[src/rtl/fifo_wr_arbiter_if.sv]
// ---------------------------------------------------------------------------
// fifo_wr_arbiter_if
//   Bundle between the round-robin write arbiter, its requesters and the
//   write side of the asynchronous FIFO.
//
//   req       NREQ         per-requester write request (level)
//   req_data  NREQ*DSIZE   per-requester word, requester i at [i*DSIZE +: DSIZE]
//   req_ack   NREQ         one-hot, word from requester i written this cycle
//   gnt       NREQ         one-hot current owner, zero when idle
//   owner     OWNW         index of current/last owner
//   busy      1            arbiter is in a burst
//   wdata     DSIZE        to FIFO wdata
//   winc      1            to FIFO winc
//   wfull     1            from FIFO wfull
//
//   slave  : the arbiter.
//   master : the environment around it (requesters plus FIFO write side),
//            which is why master also drives wfull.
// ---------------------------------------------------------------------------
interface fifo_wr_arbiter_if #(
  parameter int NREQ  = 4,
  parameter int DSIZE = 8,
  parameter int OWNW  = 2
);
  logic [NREQ-1:0]       req;
  logic [NREQ*DSIZE-1:0] req_data;
  logic [NREQ-1:0]       req_ack;
  logic [NREQ-1:0]       gnt;
  logic [OWNW-1:0]       owner;
  logic                  busy;
  logic [DSIZE-1:0]      wdata;
  logic                  winc;
  logic                  wfull;

  modport slave (
    input  req, req_data, wfull,
    output req_ack, gnt, owner, busy, wdata, winc
  );

  modport master (
    output req, req_data, wfull,
    input  req_ack, gnt, owner, busy, wdata, winc
  );
endinterface

[src/rtl/fifo_wr_arbiter.sv]
// ---------------------------------------------------------------------------
// fifo_wr_arbiter
//   Round-robin burst arbiter sharing one FIFO write port between NREQ
//   producers on the FIFO write clock. One requester owns the port for up to
//   BURST words; at burst end the next requester is chosen in the same cycle
//   so consecutive bursts run back to back with no idle cycle.
//
//   Ports:
//     clk   write clock (same clock as the FIFO write side)
//     rst   synchronous reset, active-high
//     bus   fifo_wr_arbiter_if.slave: req/req_data/req_ack from requesters,
//           gnt/owner/busy status, wdata/winc/wfull to/from the FIFO
//
//   Parameters: NREQ requesters, DSIZE data width, BURST words per grant,
//   OWNW owner index width (NREQ <= 2**OWNW).
// ---------------------------------------------------------------------------
module fifo_wr_arbiter #(
  parameter int NREQ  = 4,
  parameter int DSIZE = 8,
  parameter int BURST = 4,
  parameter int OWNW  = 2
) (
  input  logic             clk,
  input  logic             rst,
  fifo_wr_arbiter_if.slave bus
);
  localparam int              CNTW      = $clog2(BURST) + 1;
  localparam logic [CNTW-1:0] LAST_BEAT = CNTW'(BURST - 1);
  localparam logic [OWNW-1:0] LAST_REQ  = OWNW'(NREQ - 1);

  typedef enum logic {
    S_IDLE  = 1'b0,
    S_BURST = 1'b1
  } state_t;

  state_t          state_reg, state_next;
  logic [OWNW-1:0] owner_reg, owner_next;
  logic [OWNW-1:0] ptr_reg, ptr_next;
  logic [CNTW-1:0] cnt_reg, cnt_next;

  logic [DSIZE-1:0] data_slice [NREQ];
  logic [NREQ-1:0]  owner_onehot;

  // First requesting index at or after p, wrapping modulo NREQ.
  // Returns {found, index}.
  function automatic logic [OWNW:0] rr_pick(input logic [NREQ-1:0] r,
                                            input logic [OWNW-1:0] p);
    logic            found;
    logic [OWNW-1:0] idx;
    int              k;
    found = 1'b0;
    idx   = p;
    for (int s = 0; s < NREQ; s++) begin
      k = (int'(p) + s) % NREQ;
      if (!found && r[k]) begin
        found = 1'b1;
        idx   = OWNW'(k);
      end
    end
    return {found, idx};
  endfunction

  genvar gi;
  generate
    for (gi = 0; gi < NREQ; gi++) begin : g_req
      assign data_slice[gi]   = bus.req_data[gi*DSIZE +: DSIZE];
      assign owner_onehot[gi] = (owner_reg == OWNW'(gi));
    end
  endgenerate

  logic            sel_found, hand_found;
  logic [OWNW-1:0] sel_idx, hand_idx, hand_ptr;
  logic            owner_req, write_ok, burst_end;

  // Pointer used for the same-cycle handoff: the slot after the owner.
  assign hand_ptr = (owner_reg == LAST_REQ) ? '0 : owner_reg + 1'b1;

  assign {sel_found, sel_idx}   = rr_pick(bus.req, ptr_reg);
  assign {hand_found, hand_idx} = rr_pick(bus.req, hand_ptr);

  // Reduction over the one-hot keeps the lookup in range when NREQ < 2**OWNW.
  assign owner_req = |(bus.req & owner_onehot);
  assign write_ok  = (state_reg == S_BURST) && owner_req && !bus.wfull;

  // A stalled beat (wfull) can never complete a burst; only a dropped
  // request or the final accepted word ends it.
  assign burst_end = (state_reg == S_BURST) &&
                     ((write_ok && (cnt_reg == LAST_BEAT)) || !owner_req);

  // State register
  always_ff @(posedge clk) begin
    if (rst) begin
      state_reg <= S_IDLE;
      owner_reg <= '0;
      ptr_reg   <= '0;
      cnt_reg   <= '0;
    end else begin
      state_reg <= state_next;
      owner_reg <= owner_next;
      ptr_reg   <= ptr_next;
      cnt_reg   <= cnt_next;
    end
  end

  // Next-state logic
  always_comb begin
    state_next = state_reg;
    owner_next = owner_reg;
    ptr_next   = ptr_reg;
    cnt_next   = cnt_reg;
    case (state_reg)
      S_IDLE: begin
        if (sel_found) begin
          state_next = S_BURST;
          owner_next = sel_idx;
          cnt_next   = '0;
        end
      end
      S_BURST: begin
        if (write_ok) begin
          cnt_next = cnt_reg + 1'b1;
        end
        if (burst_end) begin
          ptr_next = hand_ptr;
          if (hand_found) begin
            owner_next = hand_idx;
            cnt_next   = '0;
          end else begin
            state_next = S_IDLE;
          end
        end
      end
      default: begin
        state_next = S_IDLE;
      end
    endcase
  end

  // Output logic; rst masks every strobe combinationally so nothing is
  // written in the reset cycle even mid-burst.
  always_comb begin
    bus.gnt     = '0;
    bus.req_ack = '0;
    bus.busy    = 1'b0;
    bus.winc    = 1'b0;
    bus.owner   = owner_reg;
    bus.wdata   = data_slice[0];
    for (int i = 0; i < NREQ; i++) begin
      if (owner_onehot[i]) begin
        bus.wdata = data_slice[i];
      end
    end
    if ((state_reg == S_BURST) && !rst) begin
      bus.gnt     = owner_onehot;
      bus.busy    = 1'b1;
      bus.winc    = write_ok;
      bus.req_ack = write_ok ? owner_onehot : '0;
    end
  end

endmodule

[src/flat_wrapper.sv]
// flat-port wrapper written by rule: the top's interface ports become plain ports
module fifo_wr_arbiter_flat 
#(
  parameter int NREQ  = 4,
  parameter int DSIZE = 8,
  parameter int BURST = 4,
  parameter int OWNW  = 2
)
  (clk, rst, bus_req, bus_req_data, bus_wfull, bus_req_ack, bus_gnt, bus_owner, bus_busy, bus_wdata, bus_winc);
  fifo_wr_arbiter_if #(.NREQ(NREQ), .DSIZE(DSIZE), .OWNW(OWNW)) bus_i ();
  input  logic clk;
  input  logic rst;
  input wire logic [$bits(bus_i.req)-1:0] bus_req;
  input wire logic [$bits(bus_i.req_data)-1:0] bus_req_data;
  input wire logic [$bits(bus_i.wfull)-1:0] bus_wfull;
  output wire logic [$bits(bus_i.req_ack)-1:0] bus_req_ack;
  output wire logic [$bits(bus_i.gnt)-1:0] bus_gnt;
  output wire logic [$bits(bus_i.owner)-1:0] bus_owner;
  output wire logic [$bits(bus_i.busy)-1:0] bus_busy;
  output wire logic [$bits(bus_i.wdata)-1:0] bus_wdata;
  output wire logic [$bits(bus_i.winc)-1:0] bus_winc;
  assign bus_i.req = bus_req;
  assign bus_i.req_data = bus_req_data;
  assign bus_i.wfull = bus_wfull;
  assign bus_req_ack = bus_i.req_ack;
  assign bus_gnt = bus_i.gnt;
  assign bus_owner = bus_i.owner;
  assign bus_busy = bus_i.busy;
  assign bus_wdata = bus_i.wdata;
  assign bus_winc = bus_i.winc;
  fifo_wr_arbiter #(.NREQ(NREQ), .DSIZE(DSIZE), .BURST(BURST), .OWNW(OWNW)) u_core (.clk(clk), .rst(rst), .bus(bus_i));
endmodule
[config.mk]
export PLATFORM = sky130hd
export DESIGN_NAME = fifo_wr_arbiter_flat
export DESIGN_NICKNAME = d
export VERILOG_FILES = /design/src/rtl/fifo_wr_arbiter_if.sv /design/src/rtl/fifo_wr_arbiter.sv /design/src/flat_wrapper.sv
export SDC_FILE = /design/constraint.sdc
export NUM_CORES = 1
export LEC_CHECK = 0
export CAP_MARGIN = 5
export CORE_MARGIN = 2
export CORE_UTILIZATION = 35
export CTS_BUF_LIST = sky130_fd_sc_hd__clkbuf_16
export DETAILED_ROUTE_END_ITERATION = 7
export GPL_TIMING_DRIVEN = 0
export MAX_ROUTING_LAYER = met4
export PLACE_DENSITY = 0.84
export RECOVER_POWER = 50
export SLEW_MARGIN = 10
export SYNTH_ARGS = -nofsm -noshare
export SYNTH_HDL_FRONTEND = slang
export SYNTH_SLANG_ARGS = --single-unit
[constraint.sdc]
create_clock -name clk -period 2 [get_ports clk]
set_clock_uncertainty 0.2 [all_clocks]
set_input_delay 0.4 -clock clk [delete_from_list [all_inputs] [get_ports clk]]
set_output_delay 0.4 -clock clk [all_outputs]
set_load 0.01 [all_outputs]
**Word-level counts from Yosys, hierarchy flattened**

Cells that the tools add are included.

- Bits of input ports: 39
- Word-level logic and storage cells: 124
- Output and inout bits: 20
- Register bits: 8

- Add/sub/neg operators: 8
- Eq/ne operators: 7
- Multiplexer cells: 58
- Magnitude comparators: 8
- Bitwise operators: 8
- Reductions and logical operators: 31

Operators by type and width:

| operator | number |
|---|---|
| $mux 1 | 27 |
| $lt 3x4->1 const B | 6 |
| $mux 8 | 3 |
| $mux 2 | 10 |
| $bmux 1 s2 | 8 |
| $mux 3 | 4 |
| $mux 4 | 3 |
| $reduce_or 2->1 | 6 |
| $logic_and 1x1->1 | 11 |
| $logic_not 1->1 | 9 |
| $add 2x2->2 const B | 4 |
| $add 2x1->2 const B | 3 |
| $and 1x1->1 const A | 6 |
| $lt 2x3->1 const B | 2 |
| $pmux 3 s2 | 1 |
| $and 4x4->4 | 1 |
| $eq 2x2->1 const B | 2 |
| $ne 2x2->1 const B | 2 |
| $pmux 2 s2 | 1 |
| $reduce_or 4->1 | 1 |
| $add 3x1->3 const B | 1 |
| $eq 3x2->1 const B | 1 |
| $reduce_and 3->1 | 1 |
| $eq 2x1->1 const B | 1 |
| 6 further kinds | 6 |

**Depth between registers and ports, before layout**

Gate-level depths: netlist of the first run.

- Depth in word-level cells: 19
- Gate-level depth with buffers: 9
- Mapped depth without buffers: 7

**Worst setup path after synthesis of the first run**

No wires, ideal clock.

- Path type: register to output
- From: register u_core.owner_reg[0], in the netlist u_core.bus.owner[0]
- To: output bus_req_ack[0]
- Path slack: -0.283 ns
- Stages on the path, launching flop included: 8
- Buffers on the path: 2
- Data required time: 1.400 ns
- Data arrival time: 1.683 ns
- Cells stage by stage: dfxtp_1 -> buf_4 -> inv_1 -> ha_1 -> buf_2 -> a22o_4 -> o211a_1 -> and3_1

- Cells in the longest elaborated chain, start to end: 7
- Elaborated cells on any way between the ends: 10
- Those cells by class: eq/ne (3); mux (2); bitwise (1); reduce/logical (4)

Ends and longest elaborated chain:

| item | RTL line | source |
|---|---|---|
| start, declared | fifo_wr_arbiter.sv:37 | `logic [OWNW-1:0] owner_reg, owner_next;` |
| start signal, assigned | fifo_wr_arbiter.sv:99 | `owner_reg <= owner_next;` |
| $eq 2x1->1, or another cell as far along | fifo_wr_arbiter.sv:67 | `assign owner_onehot[gi] = (owner_reg == OWNW'(gi));` |
| $and 4x4->4 | fifo_wr_arbiter.sv:82 | `assign owner_req = \|(bus.req & owner_onehot);` |
| $reduce_or 4->1 | fifo_wr_arbiter.sv:82 |  |
| $logic_and 1x1->1 (2 in a row) | fifo_wr_arbiter.sv:83 | `assign write_ok = (state_reg == S_BURST) && owner_req && !bus.wfull;` |
| $mux 4 (*) | fifo_wr_arbiter.sv:157 | `bus.req_ack = write_ok ? owner_onehot : '0;` |
| $mux 4 (*) | fifo_wr_arbiter.sv:153 | `if ((state_reg == S_BURST) && !rst) begin` |
| end, declared | flat_wrapper.sv:16 | `output wire logic [$bits(bus_i.req_ack)-1:0] bus_req_ack;` |

Every way passes the cells marked *; elsewhere a longest branch is shown, timed or not.

**Worst setup path after layout of the first run**

- From: register u_core.owner_reg[0], in the netlist u_core.bus.owner[0]
- To: output bus_winc

- Cells in the longest elaborated chain, start to end: 6
- Elaborated cells on any way between the ends: 9
- Those cells by class: eq/ne (3); mux (1); bitwise (1); reduce/logical (4)

Ends and longest elaborated chain:

| item | RTL line | source |
|---|---|---|
| $eq 2x1->1, or another cell as far along | fifo_wr_arbiter.sv:67 |  |
| $and 4x4->4 (*) | fifo_wr_arbiter.sv:82 |  |
| $reduce_or 4->1 (*) | fifo_wr_arbiter.sv:82 |  |
| $logic_and 1x1->1 (*) (2 in a row) | fifo_wr_arbiter.sv:83 |  |
| $mux 1 (*) | fifo_wr_arbiter.sv:153 |  |
| end, declared | flat_wrapper.sv:21 | `output wire logic [$bits(bus_i.winc)-1:0] bus_winc;` |

Marked as above.

==> key figures, run 1 <==
Status
  – Status: finished with violations
  – Violated checks: setup timing

Routing
  – Drt drc: 0
  – Initial DRC Count: 54
  – Final ANT Viol Nets: 0
  – Detailed Routing Iterations Pass 1: 4
  – Final WL: roughly 4.2 mm
  – Routed length per instance: around 16 um
  – Vias: 1411
  – Drt via density: 5.469

Clock tree
  – Root buffer cell: clkbuf_16
  – CTS Hold Bufs: 0
  – Clk_lat worst skew: about 0.24 ns
  – Clk sinks: 8
  – CTS Buf Count: 3
  – Worst-path clk slew: 0.04 ns
  – Max H-tree Level: 1
  – CTS tree: yes
  – Clock Path Buffers: 2

Worst setup path
  – Crit path launch: u_core.bus.owner[0]
  – Reg2reg setup slack: -0.08 ns
  – Crit path launch type: flip-flop
  – Critical Path RT: 1.40 ns
  – CP max FO: 7
  – Setup CP Type: reg2out
  – Critical path arrival: roughly 1.7 ns
  – Reg-to-reg endpoint: u_core.bus.owner[0]
  – Worst Setup End Kind: output port
  – R2R depth: 7
  – Crit Reg-Reg Startpoint: u_core.bus.owner[0]

Flow run
  – Number of max-cap violations: 0

Global route
  – Vias in the first global route: roughly 1300
  – Total track usage: 24.51%
  – Grt total ovfl: 0
  – Pin count of the biggest net entering global routing: 11
  – First-pass GRT wire length: between 6 and 7 mm
  – Initial antenna violation count: 0

STA
  – # setup viols final: 15
  – Maximum achievable frequency: roughly 0.43 GHz
  – Final period utilization: 115.0%
  – RSZ-0062 raised after global routing: yes
  – Worst slew pin tran: ~0.62 ns
  – Max_slew headroom: a little under 60%
  – Final worst setup slack: -0.3002 ns
  – Min Tclk post-route: between 2 and 2.5 ns
  – Final hold vios: 0
  – Max-slew violation count: 0

Synth
  – Post-synthesis cell type count: 42
  – Synth warn: 0
  – Post-synthesis register bit count: 8
  – Post-synth net total: 197
  – Top FF cell, synth: dfxtp_1
  – Synth async-reset ratio: 0%
  – Seq/Total Area, Yosys: 14.70%
  – Mapped Avg Cell Area: slightly above 7 sq um
  – Number of synthesized flops with an enable pin: 0
  – Synth Instances: approximately 150
  – Synthesized area: around 1100 sq um

Final layout
  – Nets: 271
  – Largest register FFs: 3
  – Commonest non-fill, non-tap cells in the layout: clkdlybuf4s50_1 (34), nor2_1 (19), buf_6 (13), nand2_1 (13), buf_4 (13)
  – Antenna cell count: 0
  – Share of cells above drive strength 1: around 34%
  – Commonest non-fill, non-tap cell in the layout: clkdlybuf4s50_1
  – Post-layout util: approximately two thirds
  – Layout area overhead: 86.80%

Worst hold path
  – HP Start: u_core.cnt_reg[2]
  – Min-Delay Endpoint: u_core.cnt_reg[2]
  – Worst Hold Class: reg2reg
  – Worst hold path depth: 2

Placement
  – Port-buffer cells: 56
  – Placer Congestion: around 0.86
  – Post-DP HPWL: 2.743 mm

Pwr
  – Leakage power: roughly 0.9 nW
  – Power per cell area: 647.8 nW/um^2
  – Worst VDD drop: 0.0004407 V
  – Power Total: around 0.0013 W

Floorplan
  – Die ar.: about 3600 sq um
  – Die H: between 50 and 60 um
  – Die Wd: around 60 um
  – # IOs: 59
  – Starting Density: between 30% and 40%
  – Site Rows: 20
  – Core Area: about 3000 sq um
==> critical path: stages (launching register included) <==
cell	delay (ns)
dfxtp_4	0.34
buf_6	0.13
ha_4	0.16
a22o_4	0.26
o211a_4	0.28
and2_4	0.17
buf_6	0.11
==> power by group <==
part / internal, W / switching [W] / leakage (nW)
logic: 0.000410 / 0.000357 / 0.765
clock network: 0.000261 / 0.0000898 / 0.0423
registers: 0.000179 / 0.0000223 / 0.0669
total: 0.000849 / 0.000469 / 0.874
==> cell usage after synthesis, drive strengths merged, types with 2 or more instances <==
| library cell | n | area (sq um) |
|---|---|---|
| nor2 | 21 | 86.33 |
| o21ai | 17 | 85.08 |
| a21oi | 14 | 70.07 |
| nand2 | 14 | 52.55 |
| mux2i | 10 | 100.1 |
| and3 | 8 | 50.05 |
| buf | 8 | 57.55 |
| dfxtp | 8 | 160.2 |
| inv | 8 | 30.03 |
| ha | 6 | 75.07 |
| clkbuf | 5 | 18.77 |
| nor2b | 4 | 32.53 |
| nor3 | 3 | 15.01 |
| a22o | 2 | 35.03 |
| a32o | 2 | 21.27 |
| and2 | 2 | 17.52 |
| mux2 | 2 | 22.52 |
==> worst max-delay path by stage <==
stage                     endpoint  slack, ns  cells past startpoint
floorplan           bus_req_ack[1]      -0.08                      7
global placement    bus_req_ack[2]      -0.78                      6
CTS                       bus_winc      -0.30                      7
detailed placement  bus_req_ack[1]      -0.79                      6
global route              bus_winc      -0.33                      7
finish                    bus_winc      -0.30                      6
==> kinds of logic after synthesis <==
kind of cell | synth area share, %
multiplexers | 11.25
AO/OA/AOI/OAI | 29.97
buffers and inverters | 9.759
flip-flops | 14.70
adder cells (fa/ha/maj) | 6.888
AND/OR/NAND/NOR | 27.44
==> repair_timing <==
action | CTS | global route
cloned | 1 | 0
pin swaps | 9 | 9
setup buffers | 11 | 4
endpoints found under the hold margin | 0 | 0
setup endpoints to repair | 19 | 20
gates resized for setup | 96 | 21
==> metrics by stage <==
| stage | std cells | TNS [ns] | worst slack, ns | hold slack [ns] | area, sq um |
|---|---|---|---|---|---|
| 4_1_cts | 256 | -2.840 | -0.2993 | 0.2480 | 1968 |
| 3_3_place_gp | 241 | -12.13 | -0.7765 | 0.2404 | 1757 |
| 5_1_grt | 258 | -3.639 | -0.3337 | 0.2731 | 2036 |
| 6_report | 258 | -2.798 | -0.3002 | 0.2527 | 2036 |
| 3_5_place_dp | 241 | -12.65 | -0.7925 | 0.2529 | 1757 |
| 2_1_floorplan | 152 | -0.3630 | -0.07817 | 0.2250 | 1155 |
==> layout make-up <==
type	instances	area [sq um]
fill	241	967.2
multi-input combinational	123	964.7
timing repair buffer	72	653.1
sequential	8	167.7
buffer	10	92.59
clock buffer	3	75.07
tap	33	41.29
inverter	8	37.54
clock inverter	1	3.754
==> per-layer routing <==
layer | routed length (um) | track usage (%) | vias up | share of wire [%]
met5 | 0 | - | - | 0
met4 | 121 | 9.841 | 0 | 2.8
met3 | 195 | 3.463 | 13 | 4.6
met2 | 2191 | 39.91 | 45 | 52
met1 | 1738 | 30.26 | 665 | 41
li1 | - | - | 688 | -
(Power assumes the default switching activity.)
==> run 2: changes to the inputs <==
- CELL_PAD_IN_SITES_DETAIL_PLACEMENT: unset -> 0
- CELL_PAD_IN_SITES_GLOBAL_PLACEMENT: unset -> 2
- CORE_UTILIZATION: 35 -> 20
- PLACE_DENSITY: 0.84 -> 0.89
- clock period: 2 -> 2.5 ns (I/O delays scaled with it)
==> key figures, run 2 (synthesized netlist as in run 1, its figures left out) <==
Status
  – Violated checks: setup timing
  – Status: finished with violations

Global route
  – GR Util met1: 15.58% (-15 points)
  – Grt total ovfl: 0 (unchanged)
  – First-pass GRT wire length: 6.127 mm (-4.8%)
  – Met2 GRT Util: 20.78% (-19 points)
  – Initial antenna violation count: 0 (unchanged)
  – M3 GR Usage: 2.558% (-0.91 points)
  – Pin count of the biggest net entering global routing: 11 (unchanged)
  – Vias in the first global route: 1291 (-2.8%)
  – Most Crowded Layer GR: met2
  – Total track usage: 12.74% (-12 points)

Worst setup path
  – CP Buf/Inv Count: 3 (+1)
  – CP max FO: 6 (-1)
  – CP delay by family, top: compound AO/OA/AOI/OAI gates
  – Crit path launch type: flip-flop
  – Slowest stage delay, CP: 0.37 ns (+0.03 ns)
  – CP cell instances: buf_6 > inv_2 > ha_2 > a22o_4 > o211a_4 > and3_1 > buf_2
  – Critical path arrival: 1.85 ns (+0.15 ns)
  – Critical Path RT: 1.80 ns (+0.40 ns)
  – Worst path slowest cell: dfxtp_4
  – Worst Setup End Kind: output port
  – Setup CP Type: reg2out

Worst hold path
  – Worst Hold Class: reg2reg

Placement
  – Post-DP HPWL: 2.806 mm (+2.3%)
  – Placed Area: 1738 sq um (-1.1%)
  – Port-buffer cells: 56 (unchanged)
  – Cell count after placement: 278 (+15%)
  – Placer Congestion: 0.7693 (-10%)

STA
  – # setup viols final: 5 (-10)
  – Worst slew pin tran: 0.5688 ns (-0.05587 ns)
  – Final period utilization: 101.8%
  – Max_slew headroom: 61.73% (+3.8 points)
  – Min Tclk post-route: between 2 and 3 ns
  – Final worst setup slack: -0.04553 ns (+0.2547 ns)
  – Max-slew violation count: 0 (unchanged)
  – Final hold vios: 0 (unchanged)
  – RSZ-0062 raised after global routing: yes
  – Hold slack: 0.2668 ns (+0.01411 ns)
  – Maximum achievable frequency: a little under 0.4 GHz

Clock tree
  – Clk sinks: 8 (unchanged)
  – Worst-path clk slew: 0.04 ns (about the same)
  – CTS Buf Count: 3 (unchanged)
  – Clk_lat worst skew: 0.23 ns (about the same)
  – Root buffer cell: clkbuf_16
  – Max H-tree Level: 1 (unchanged)
  – CTS tree: yes
  – Clock Path Buffers: 2 (unchanged)
  – CTS Hold Bufs: 0 (unchanged)

Routing
  – Final WL: 3.743 mm (-12%)
  – Drt drc: 0 (unchanged)
  – Drt via density: 4.645 (-15%)
  – Detailed Routing Iterations Pass 1: 4 (unchanged)
  – Final ANT Viol Nets: 0 (unchanged)
  – Routed length per instance: 12.91 um (-22%)
  – Vias: 1347 (-4.5%)
  – Initial DRC Count: 91 (+69%)

Floorplan
  – Die ar.: 6055 sq um (+69%)
  – Core Area: 5172 sq um (+72%)
  – Die Wd: 77.82 um (+30%)
  – Starting Density: 21.07% (-15 points)
  – Site Rows: 26 (+30%)
  – # IOs: 59 (unchanged)
  – Die H: 77.82 um (+30%)

Final layout
  – Nets: 267 (-1.5%)
  – Fin area: 1943 sq um (-4.5%)
  – # fillers: 548 (+130%)
  – Layout Cells excl Fill: 290 (+12%)
  – Share of cells above drive strength 1: 24.55% (-9.7 points)
  – Commonest non-fill, non-tap cells in the layout: clkdlybuf4s50_1 (39), nor2_1 (20), o21ai_0 (15)
  – Antenna cell count: 0 (unchanged)
  – Layout area overhead: 78.30%
  – Commonest non-fill, non-tap cell in the layout: clkdlybuf4s50_1
  – Largest register FFs: 3 (unchanged)

Pwr
  – Power per cell area: 479.2 nW/um^2 (-26%)
  – Leakage power: 0.8249 nW (-5.7%)
  – Worst VDD drop: 0.0001842 V (-58%)

Flow run
  – Number of max-cap violations: 0 (unchanged)
==> run 2: cell count changes in the layout (fill, tap and decap cells not counted), sizes merged <==
cell / before / now
clkbuf: 8 / 13
clkdlybuf4s25: 1 / 0
dlygate4sd2: 2 / 5
clkdlybuf4s50: 34 / 39
inv: 9 / 8
buf: 38 / 22
==> run 2: cell type report <==
class | instances | area [sq um] | area share, %
Multi-Input combinational cell | 123 | 875.8 | 45.07
Clock buffer | 3 | 75.07 | 3.863
Timing Repair Buffer | 65 | 593.1 | 30.52
Tap cell | 70 | 87.58 | 4.507
Buffer | 13 | 113.9 | 5.860
Sequential cell | 8 | 167.7 | 8.628
Inverter | 8 | 30.03 | 1.545
==> run 2: worst paths after layout <==
check,startpoint,endpoint,slack [ns],depth (start not counted)
worst max-delay path,u_core.bus.owner[0],bus_req_ack[2],-0.05,7
worst min-delay path,u_core.cnt_reg[2],u_core.cnt_reg[2],0.27,2
worst max register to register,u_core.bus.owner[0],u_core.bus.owner[0],0.20,8
worst min register to register,u_core.cnt_reg[2],u_core.cnt_reg[2],0.27,2
==> run 2: routing by layer <==
metal / vias up / routed length, um
met1: 600 / 1696
met5: - / 0
met3: 4 / 224
li1: 682 / -
met2: 61 / 1796
met4: 0 / 25
==> run 2: what timing repair did <==
| action | in CTS | in global routing |
|---|---|---|
| pin swaps | 2 | 1 |
| resized for setup | 54 | 25 |
| setup endpoints to repair | 17 | 16 |
| setup buffers | 6 | 2 |
| gates cloned | 0 | 1 |
==> run 2: worst reg2reg max path, cell delays in order, from the launching register on <==
cell and delay [ns]:
dfxtp_4 0.37, buf_6 0.11, inv_2 0.06, ha_2 0.31
buf_2 0.17, mux2_2 0.35, o21ai_1 0.13, nand4_1 0.14
a2111oi_2 0.37
==> run 2: report_power, final <==
| group | switching, W | internal, W |
|---|---|---|
| Clock | 0.0000645 | 0.000206 |
| Combinational | 0.000236 | 0.000265 |
| Sequential | 0.0000168 | 0.000143 |
==> run 2: metrics by stage <==
stage / utilization [%] / setup TNS [ns] / setup slack, ns / power, W
detailed placement: 33.60 / -6.848 / -0.5201 / 0.0006335
global route: 37.57 / -0.5954 / -0.09366 / 0.0009922
global placement: 33.60 / -6.774 / -0.4967 / 0.0006322
floorplan: - / 0 / 0.1175 / 0.0004252
finish: 37.57 / -0.1416 / -0.04553 / 0.0009312
CTS: 36.84 / -0.4131 / -0.2013 / 0.0009246
==> run 3: changes to the inputs <==
- CORE_UTILIZATION: 20 -> 34
- DONT_BUFFER_PORTS: unset -> 1
- PLACE_DENSITY: 0.89 -> 0.91
- clock period: 2.5 -> 3.1 ns (I/O delays scaled with it)
==> key figures, run 3 (synthesized netlist as in run 1, its figures left out) <==
Global route
  – Vias in the first global route: 958 (-26%)
  – GR Util met1: 22.78% (+7.2 points)
  – Grt total ovfl: 0 (unchanged)
  – First-pass GRT wire length: 4.512 mm (-26%)
  – Initial antenna violation count: 0 (unchanged)
  – Total track usage: 16.67% (+3.9 points)
  – M3 GR Usage: 4.051% (+1.5 points)
  – Met2 GRT Util: 24.88% (+4.1 points)
  – Most Crowded Layer GR: met2
  – Pin count of the biggest net entering global routing: 11 (unchanged)

Final layout
  – Largest register FFs: 3 (unchanged)
  – Layout area overhead: 10.22%
  – # fillers: 347 (-37%)
  – Commonest non-fill, non-tap cells in the layout: nor2_1 (20), o21ai_0 (16), a21oi_1 (14), nand2_1 (14), mux2i_1 (10)
  – Antenna cell count: 0 (unchanged)
  – Share of cells above drive strength 1: 11.61% (-13 points)
  – Multi-input gate area: 808.3 sq um (-7.7%)
  – Commonest non-fill, non-tap cell in the layout: nor2_1
  – Register area: 161.4 sq um (-3.7%)
  – Nets: 202 (-24%)
  – Layout Cells excl Fill: 199 (-31%)

Placement
  – Dpl ws: 0.3190 ns (+0.8390 ns)
  – Placer Congestion: 0.8566 (+11%)
  – Cell count after placement: 196 (-29%)
  – Post-DP HPWL: 2.337 mm (-17%)
  – Port-buffer cells: 0 (-100%)

STA
  – Min Tclk post-route: about 2.9 ns
  – Max-slew violation count: 0 (unchanged)
  – Fin Setup TNS: 0 ns (+0.1416 ns)
  – Worst slew pin tran: 0.6324 ns (+0.06352 ns)
  – RSZ-0062 raised after global routing: no
  – # setup viols final: 0 (-5)
  – Final worst setup slack: 0.1988 ns (+0.2443 ns)
  – Max_slew headroom: 57.84% (-3.9 points)
  – Final period utilization: roughly 94%
  – Final hold vios: 0 (unchanged)
  – Maximum achievable frequency: roughly 0.34 GHz

Routing
  – Final ANT Viol Nets: 0 (unchanged)
  – Detailed Routing Iterations Pass 1: 4 (unchanged)
  – Initial DRC Count: 88 (-3.3%)
  – Vias: 1087 (-19%)
  – Drt drc: 0 (unchanged)
  – Routed length per instance: 14.86 um (+15%)
  – Final WL: 2.957 mm (-21%)
  – Drt via density: 5.462 (+18%)

Floorplan
  – Core Area: 3053 sq um (-41%)
  – Starting Density: 35.70% (+15 points)
  – Die H: 60.62 um (-22%)
  – Die Wd: 60.62 um (-22%)
  – Die ar.: 3674 sq um (-39%)
  – Site Rows: 20 (-23%)
  – # IOs: 59 (unchanged)

Worst setup path
  – Reg-to-reg endpoint: u_core.bus.owner[0]
  – Reg2reg setup slack: 0.38 ns (+0.18 ns)
  – Critical Path RT: 2.28 ns (+0.48 ns)
  – Crit Reg-Reg Startpoint: u_core.bus.owner[0]
  – Critical path arrival: 2.08 ns (+0.23 ns)
  – CP max FO: 10 (+4)
  – R2R depth: 9 (+1)
  – Worst Setup End Kind: output port
  – Setup CP Type: reg2out
  – Crit path launch type: flip-flop

Clock tree
  – CTS Hold Bufs: 0 (unchanged)
  – CTS tree: yes
  – Worst-path clk slew: 0.04 ns (about the same)
  – Clk_lat worst skew: 0.23 ns (about the same)
  – Post-CTS resize count: 0 (-100%)
  – Clk sinks: 8 (unchanged)
  – Postcts setup bufs: 0 (-6)
  – Root buffer cell: clkbuf_16
  – CTS Buf Count: 3 (unchanged)
  – Clock Path Buffers: 2 (unchanged)
  – Max H-tree Level: 1 (unchanged)

Status
  – Status: finished clean

Pwr
  – Leakage power: 0.5096 nW (-38%)
  – Power per cell area: 495.4 nW/um^2 (+3.4%)
  – Worst VDD drop: 0.0003615 V (+96%)

Worst hold path
  – HP Start: u_core.cnt_reg[2]
  – Worst Hold Class: reg2reg
  – Worst hold path depth: 2 (unchanged)
  – Min-Delay Endpoint: u_core.cnt_reg[2]

Flow run
  – Number of max-cap violations: 0 (unchanged)
## run 3: metrics by stage
stage	hold WS (ns)	power, W	area, sq um	utilization [%]
5_1_grt	0.3028	0.0006371	1201	39.34
2_1_floorplan	0.2250	0.0003429	1090	-
3_5_place_dp	0.2649	0.0003916	1145	37.50
6_report	0.2623	0.0005950	1201	39.34
3_3_place_gp	0.2398	0.0003839	1145	37.50
4_1_cts	0.2719	0.0006070	1220	39.96
## run 3: routing by layer
layer,wire (um),vias up
met4,8,0
met5,0,-
met3,155,2
li1,-,550
met1,1319,498
met2,1474,37
## run 3: area by class of cell
cell class,instances,area share [%]
plain buffers,13,5.938
well taps,44,4.583
multi-input cells,123,67.29
flip-flops and latches,8,13.44
inverters,8,2.500
clock buffers,3,6.250
## run 3: worst max path at each step
stage | slack, ns | to | cells past startpoint | from
floorplan | 0.60 | bus_req_ack[0] | 7 | u_core.bus.owner[0]
global placement | 0.40 | bus_req_ack[0] | 7 | u_core.bus.owner[0]
detailed placement | 0.32 | bus_wdata[6] | 7 | u_core.bus.owner[0]
CTS | 0.08 | bus_wdata[1] | 7 | u_core.bus.owner[0]
global route | 0.03 | bus_wdata[1] | 7 | u_core.bus.owner[1]
finish | 0.20 | bus_req_ack[0] | 7 | u_core.bus.owner[0]
## run 3: worst max-delay path, cell delays in order, from the launching register on
cell and delay, ns:
dfxtp_2 0.40, buf_4 0.18, inv_1 0.10, ha_1 0.21, buf_2 0.18, a22o_1 0.25, o211a_1 0.29, and3_1 0.25
## run 3: power breakdown
part | total, W | internal, W | leakage [nW] | switching [W]
clock | 0.000212 | 0.000166 | 0.0370 | 0.0000462
combinational | 0.000254 | 0.000101 | 0.407 | 0.000153
sequential | 0.000129 | 0.000114 | 0.0660 | 0.0000146
